**src/rtl/seg_pkg.sv**
```systemverilog
// Shared types and constants for the 7-segment digit scheduler.
// Imported by the scheduler top and its glyph decoder.
package seg_pkg;

  typedef enum logic [1:0] {
    IDLE,
    DECODE,
    EMIT,
    DONE
  } state_t;

  localparam logic [7:0] SEG_BLANK = 8'h00;
  localparam int         DP_BIT    = 7;

endpackage

```
**src/rtl/decoder_bin_to_7seg.sv**
```systemverilog
// Combinational nibble to 7-segment glyph decoder, {g,f,e,d,c,b,a}.
// Values 0xA..0xF map to hex glyphs A b C d E F.
module decoder_bin_to_7seg (
  input  logic [3:0] digit_in,
  output logic [6:0] seg_out
);

  always_comb begin
    seg_out = 7'h00;
    unique case (digit_in)
      4'h0: seg_out = 7'h3F;
      4'h1: seg_out = 7'h06;
      4'h2: seg_out = 7'h5B;
      4'h3: seg_out = 7'h4F;
      4'h4: seg_out = 7'h66;
      4'h5: seg_out = 7'h6D;
      4'h6: seg_out = 7'h7D;
      4'h7: seg_out = 7'h07;
      4'h8: seg_out = 7'h7F;
      4'h9: seg_out = 7'h6F;
      4'hA: seg_out = 7'h77;
      4'hB: seg_out = 7'h7C;
      4'hC: seg_out = 7'h39;
      4'hD: seg_out = 7'h5E;
      4'hE: seg_out = 7'h79;
      4'hF: seg_out = 7'h71;
    endcase
  end

endmodule

```
**src/rtl/seg_digit_scheduler.sv**
```systemverilog
// Streams BCD digits MSD first as 7-segment bytes over valid/ready,
// with leading-zero blanking and decimal-point insertion.
module seg_digit_scheduler #(
  parameter int DIGITS        = 6,
  parameter bit BLANK_LEADING = 1'b1
) (
  input  logic                  clk,
  input  logic                  reset_n,
  input  logic                  start_in,
  input  logic [4*DIGITS-1:0]   bcd_in,
  input  logic                  dp_en_in,
  input  logic [2:0]            dp_pos_in,
  output logic                  busy_out,
  output logic                  done_out,
  output logic                  data_valid_out,
  output logic [7:0]            data_out,
  output logic [2:0]            data_index_out,
  input  logic                  data_ready_in
);

  import seg_pkg::*;

  state_t              state_q, state_d;
  logic [4*DIGITS-1:0] cap_q, cap_d;
  logic                dpen_q, dpen_d;
  logic [2:0]          dppos_q, dppos_d;
  logic [2:0]          cnt_q, cnt_d;
  logic                lead_q, lead_d;
  logic                busy_q, busy_d;
  logic                done_q, done_d;
  logic                valid_q, valid_d;
  logic [7:0]          data_q, data_d;
  logic [2:0]          idx_q, idx_d;

  logic [4*DIGITS-1:0] shifted;
  logic [3:0]          nib;
  logic [6:0]          glyph;
  logic                dp_hit;
  logic                protect;
  logic                blank;
  logic [7:0]          seg_byte;

  assign shifted = cap_q >> {cnt_q, 2'b00};
  assign nib     = shifted[3:0];

  decoder_bin_to_7seg u_dec (
    .digit_in (nib),
    .seg_out  (glyph)
  );

  // Zeros at or right of the decimal point are significant.
  assign dp_hit  = dpen_q && (cnt_q == dppos_q);
  assign protect = dpen_q && (cnt_q <= dppos_q);
  assign blank   = lead_q && (nib == 4'd0)
                && (cnt_q != 3'd0) && !protect;

  always_comb begin
    seg_byte         = SEG_BLANK;
    if (!blank)
      seg_byte[6:0]  = glyph;
    seg_byte[DP_BIT] = dp_hit;
  end

  always_comb begin
    state_d = state_q;
    cap_d   = cap_q;
    dpen_d  = dpen_q;
    dppos_d = dppos_q;
    cnt_d   = cnt_q;
    lead_d  = lead_q;
    busy_d  = busy_q;
    done_d  = 1'b0;
    valid_d = valid_q;
    data_d  = data_q;
    idx_d   = idx_q;
    unique case (state_q)
      IDLE: begin
        if (start_in) begin
          cap_d   = bcd_in;
          dpen_d  = dp_en_in;
          dppos_d = dp_pos_in;
          cnt_d   = 3'(DIGITS - 1);
          lead_d  = BLANK_LEADING;
          busy_d  = 1'b1;
          state_d = DECODE;
        end
      end
      DECODE: begin
        data_d  = seg_byte;
        idx_d   = cnt_q;
        valid_d = 1'b1;
        if (!blank)
          lead_d = 1'b0;
        state_d = EMIT;
      end
      EMIT: begin
        if (data_ready_in) begin
          valid_d = 1'b0;
          if (cnt_q == 3'd0) begin
            done_d  = 1'b1;
            state_d = DONE;
          end else begin
            cnt_d   = cnt_q - 3'd1;
            state_d = DECODE;
          end
        end
      end
      DONE: begin
        busy_d  = 1'b0;
        state_d = IDLE;
      end
    endcase
  end

  always_ff @(posedge clk or negedge reset_n) begin
    if (!reset_n) begin
      state_q <= IDLE;
      cap_q   <= '0;
      dpen_q  <= 1'b0;
      dppos_q <= 3'd0;
      cnt_q   <= 3'd0;
      lead_q  <= 1'b0;
      busy_q  <= 1'b0;
      done_q  <= 1'b0;
      valid_q <= 1'b0;
      data_q  <= SEG_BLANK;
      idx_q   <= 3'd0;
    end else begin
      state_q <= state_d;
      cap_q   <= cap_d;
      dpen_q  <= dpen_d;
      dppos_q <= dppos_d;
      cnt_q   <= cnt_d;
      lead_q  <= lead_d;
      busy_q  <= busy_d;
      done_q  <= done_d;
      valid_q <= valid_d;
      data_q  <= data_d;
      idx_q   <= idx_d;
    end
  end

  assign busy_out       = busy_q;
  assign done_out       = done_q;
  assign data_valid_out = valid_q;
  assign data_out       = data_q;
  assign data_index_out = idx_q;

endmodule

```
**config.mk**
```make
export PLATFORM = sky130hd
export DESIGN_NAME = seg_digit_scheduler
export DESIGN_NICKNAME = d
export VERILOG_FILES = /design/src/rtl/seg_pkg.sv /design/src/rtl/decoder_bin_to_7seg.sv /design/src/rtl/seg_digit_scheduler.sv
export SDC_FILE = /design/constraint.sdc
export NUM_CORES = 1
export LEC_CHECK = 0
export ABC_AREA = 1
export CORE_AREA = 2 2 105 107
export DETAILED_ROUTE_END_ITERATION = 8
export DIE_AREA = 0 0 107 109
export PLACE_DENSITY = 0.51
export SLEW_MARGIN = 20
export SYNTH_ARGS = -nofsm -noshare
export SYNTH_HDL_FRONTEND = slang
export SYNTH_SLANG_ARGS = --single-unit
```
**constraint.sdc**
```tcl
create_clock -name clk -period 1.95 [get_ports clk]
set_input_delay 0.2925 -clock clk [delete_from_list [all_inputs] [get_ports clk]]
set_output_delay 0.2925 -clock clk [all_outputs]
set_load 0.05 [all_outputs]
```
==> impl_results.md <==
- Crit path top cell by count: nand2_1
- Initial core utilization: 24.3%
- Top Ports: 46
- Filler instances: 1142
- Vias in the first global route: 2015
- Core outline area: between 0.01 and 0.015 sq mm
- Slew margin rel.: 65.7%
- Maximum root-to-sink buffer count: 2
- Clock latency at the later pin of the worst-skew pair: 300 ps
- Min-delay worst type: in -> async
- Clock tree sinks: 48
- Synth top area share: approximately 47%
- Area contributors post-synth: dfrtp_1, nand2_1, nor2_1
- Critical path data required time: 2140 ps
- Maximum clock rate: 540 MHz
- CP max stage delay: 450 ps
- Most frequent cells in the layout: nand2_1, dfrtp_1, clkdlybuf4s50_1
- Worst Path Max Fanout: 8
- CTS buffer count: 5
- Final setup viols: 0
- Post-synthesis cell type count: 29
- DR WL/cell: roughly 11 um
- Global route overflow: 0
- Max Slew Vio Count: 0
- Setup CP Type: reg -> reg
- Post-Route WL: around 5.5 mm
- Area Overhead vs Synth: 31.6%
- # nets final: 395
- Post-Route Utilization: between 30% and 40%
- Commonest non-fill, non-tap cell in the layout: nand2_1
- Fin Setup TNS: 0 ps
- Tot Pwr: 6.29 mW
- Initial DRT Pass Iterations: 4
- Syn nets: 342
- Post-Place Cell Area: 0.00323 sq mm
- Layout cell share with drive strength beyond 1: 19.2%
- H-tree depth: 2
- First-pass GRT wire length: roughly 9.6 mm
- Top sig layer: met4
- Clk slew on worst S/H paths: 100 ps
- Critical path's slowest cell: dfrtp_2
- Final period utilization: 94.9%
- Peak VDD IR: 0.485 mV
- Synth Warn #: 0
- Placer Congestion: 0.790
- DR vias: 2018
- Met2 WL: 2.58 mm
- Final min period: 1850 ps
- Antenna violations before repair: 0
- Met3 WL: about 190 um
- # rows: 38
- Max_cap viols: 0
- Power density cells: 1850 mW/mm^2
- Crit path cell chain: buf_6 > or2_1 > nand2_1 > nor2_2 > a21oi_2 > ha_2 > nand3_4 > nor2_4 > nor2_8 > nand3_2 > nand2_1
- DIE WIDTH: approximately 110 um
- Largest net degree at the start of global routing: 52
- Wire length on met1: 2.61 mm
- CP Launch Type: flop
- Syn avg cell area: 8.60 sq um
- Fin. Hold Viols: 0
- Final ANT Viol Nets: 0
- Final instance area: 0.00339 sq mm
- PortBufs: 45
- Status: complete, no violations
- Die ar.: 0.0117 sq mm
- Die Y: 109 um
- Root Driver: clkbuf_8
- Mapped Cells: 300
- Cell Area, Synth: 0.00258 sq mm
- Vias per cell: 4.09
- Cell taking the most area after synthesis: dfrtp_1
- TritonCTS clock tree: done
- Final HPWL DP: 4.24 mm
- Clock Skews: 10.1 ps
- LEAKAGE: around 1.6 nW
- CP Capture Type: flop
- Iter 0 DRT Violations: 54
- Seq cells post-synth: 48
- WP data arrival: 2050 ps
- Seq/Total Area, Yosys: 46.6%
- ANT cells: 0
- Gr usage total: 10.4%
- DRC: 0
- Worst Tran Pin Value: 515 ps
cells in the mapped netlist:
cell type,n
nor2_4,1
inv_2,4
nand4_1,1
buf_2,3
ha_1,10
nand2_1,68
a21oi_1,21
o21ai_1,1
o22ai_1,1
clkbuf_1,3
nor2_8,1
a21oi_2,2
o21ai_2,2
nand2_4,5
inv_1,31
nand3_1,23
buf_6,2
o211ai_1,1
dfrtp_1,48
mux2_2,8
bufinv_8,1
nor2_1,35
nand2_2,7
o21ai_0,5
nor3_2,1
nor2_2,3
or2_1,1
inv_4,1
nand3_2,10
worst max-delay path, delay by kind of cell (launching register included):
family                   cells  cell delay [ps]
AO/OA/AOI/OAI                1              150
adder cells (fa/ha/maj)      1              240
buffers and inverters        1              130
flip-flops                   1              450
AND/OR/NAND/NOR              8              750
cell families (layout without fill, tap and decap cells):
group	after synthesis	after routing	share of synthesized area [%]
AOI/OAI and AO/OA	33	33	7.13
buffers and inverters	45	99	7.91
DFF	48	48	46.6
and+or+nand+nor	156	156	30.0
adders and majority gates	10	10	4.85
muxes	8	8	3.49
sequential cells by signal, summed over array words and instances, names as in the netlist:
register        count
dpen_q              1
lead_q              1
data_index_out      3
cnt_q               3
cap_q              24
busy_out            1
state_q             2
dppos_q             3
data_out            8
data_valid_out      1
done_out            1
layer usage:
metal,global-route usage (%),vias up
li1,-,1054
met1,13.4,920
met2,17.4,37
met3,2.09,7
met4,3.71,0
met5,0,-
layout make-up:
class	count	area (sq um)	area share [%]
flip-flops and latches	48	1200	35.4
repair buffers	54	548	16.1
clock inverters	3	46.3	1.36
clock buffers	5	68.8	2.03
inverters	37	163	4.79
well taps	140	175	5.16
multi-input cells	207	1190	35.1
timing repair:
item / in CTS / in global routing
resized for setup: 0 / 11
endpoints found under the hold margin: 21 / 0
endpoints found under the setup margin: 0 / 8
hold buffers: 1 / 0
setup buffers: 0 / 1
through the flow:
step,instances,hold slack (ps),setup WS [ps]
2_1_floorplan,300,-3.09,165
3_3_place_gp,484,301,121
3_5_place_dp,484,310,56.6
4_1_cts,493,491,39.7
5_1_grt,494,502,-16.0
6_report,494,486,99.4
final timing paths:
path,cells past startpoint,start,end,slack (ps)
setup / recovery,11,cnt_q[0],data_out[2],100
hold reg to reg,2,data_out[3],data_out[3],490
setup reg to reg,11,cnt_q[0],data_out[2],100
max in group asynchronous,3,reset_n,data_out[5],950
hold / removal,2,reset_n,cap_q[14],490
min in group clk,2,data_out[3],data_out[3],490
power by group:
part | internal, mW | leakage [nW] | switching (mW) | total [mW]
sequential | 1.46 | 0.550 | 0.225 | 1.68
combinational | 1.46 | 0.993 | 2.42 | 3.88
clock | 0.386 | 0.0548 | 0.346 | 0.733
Note: power is estimated with default switching activity, not from simulation.
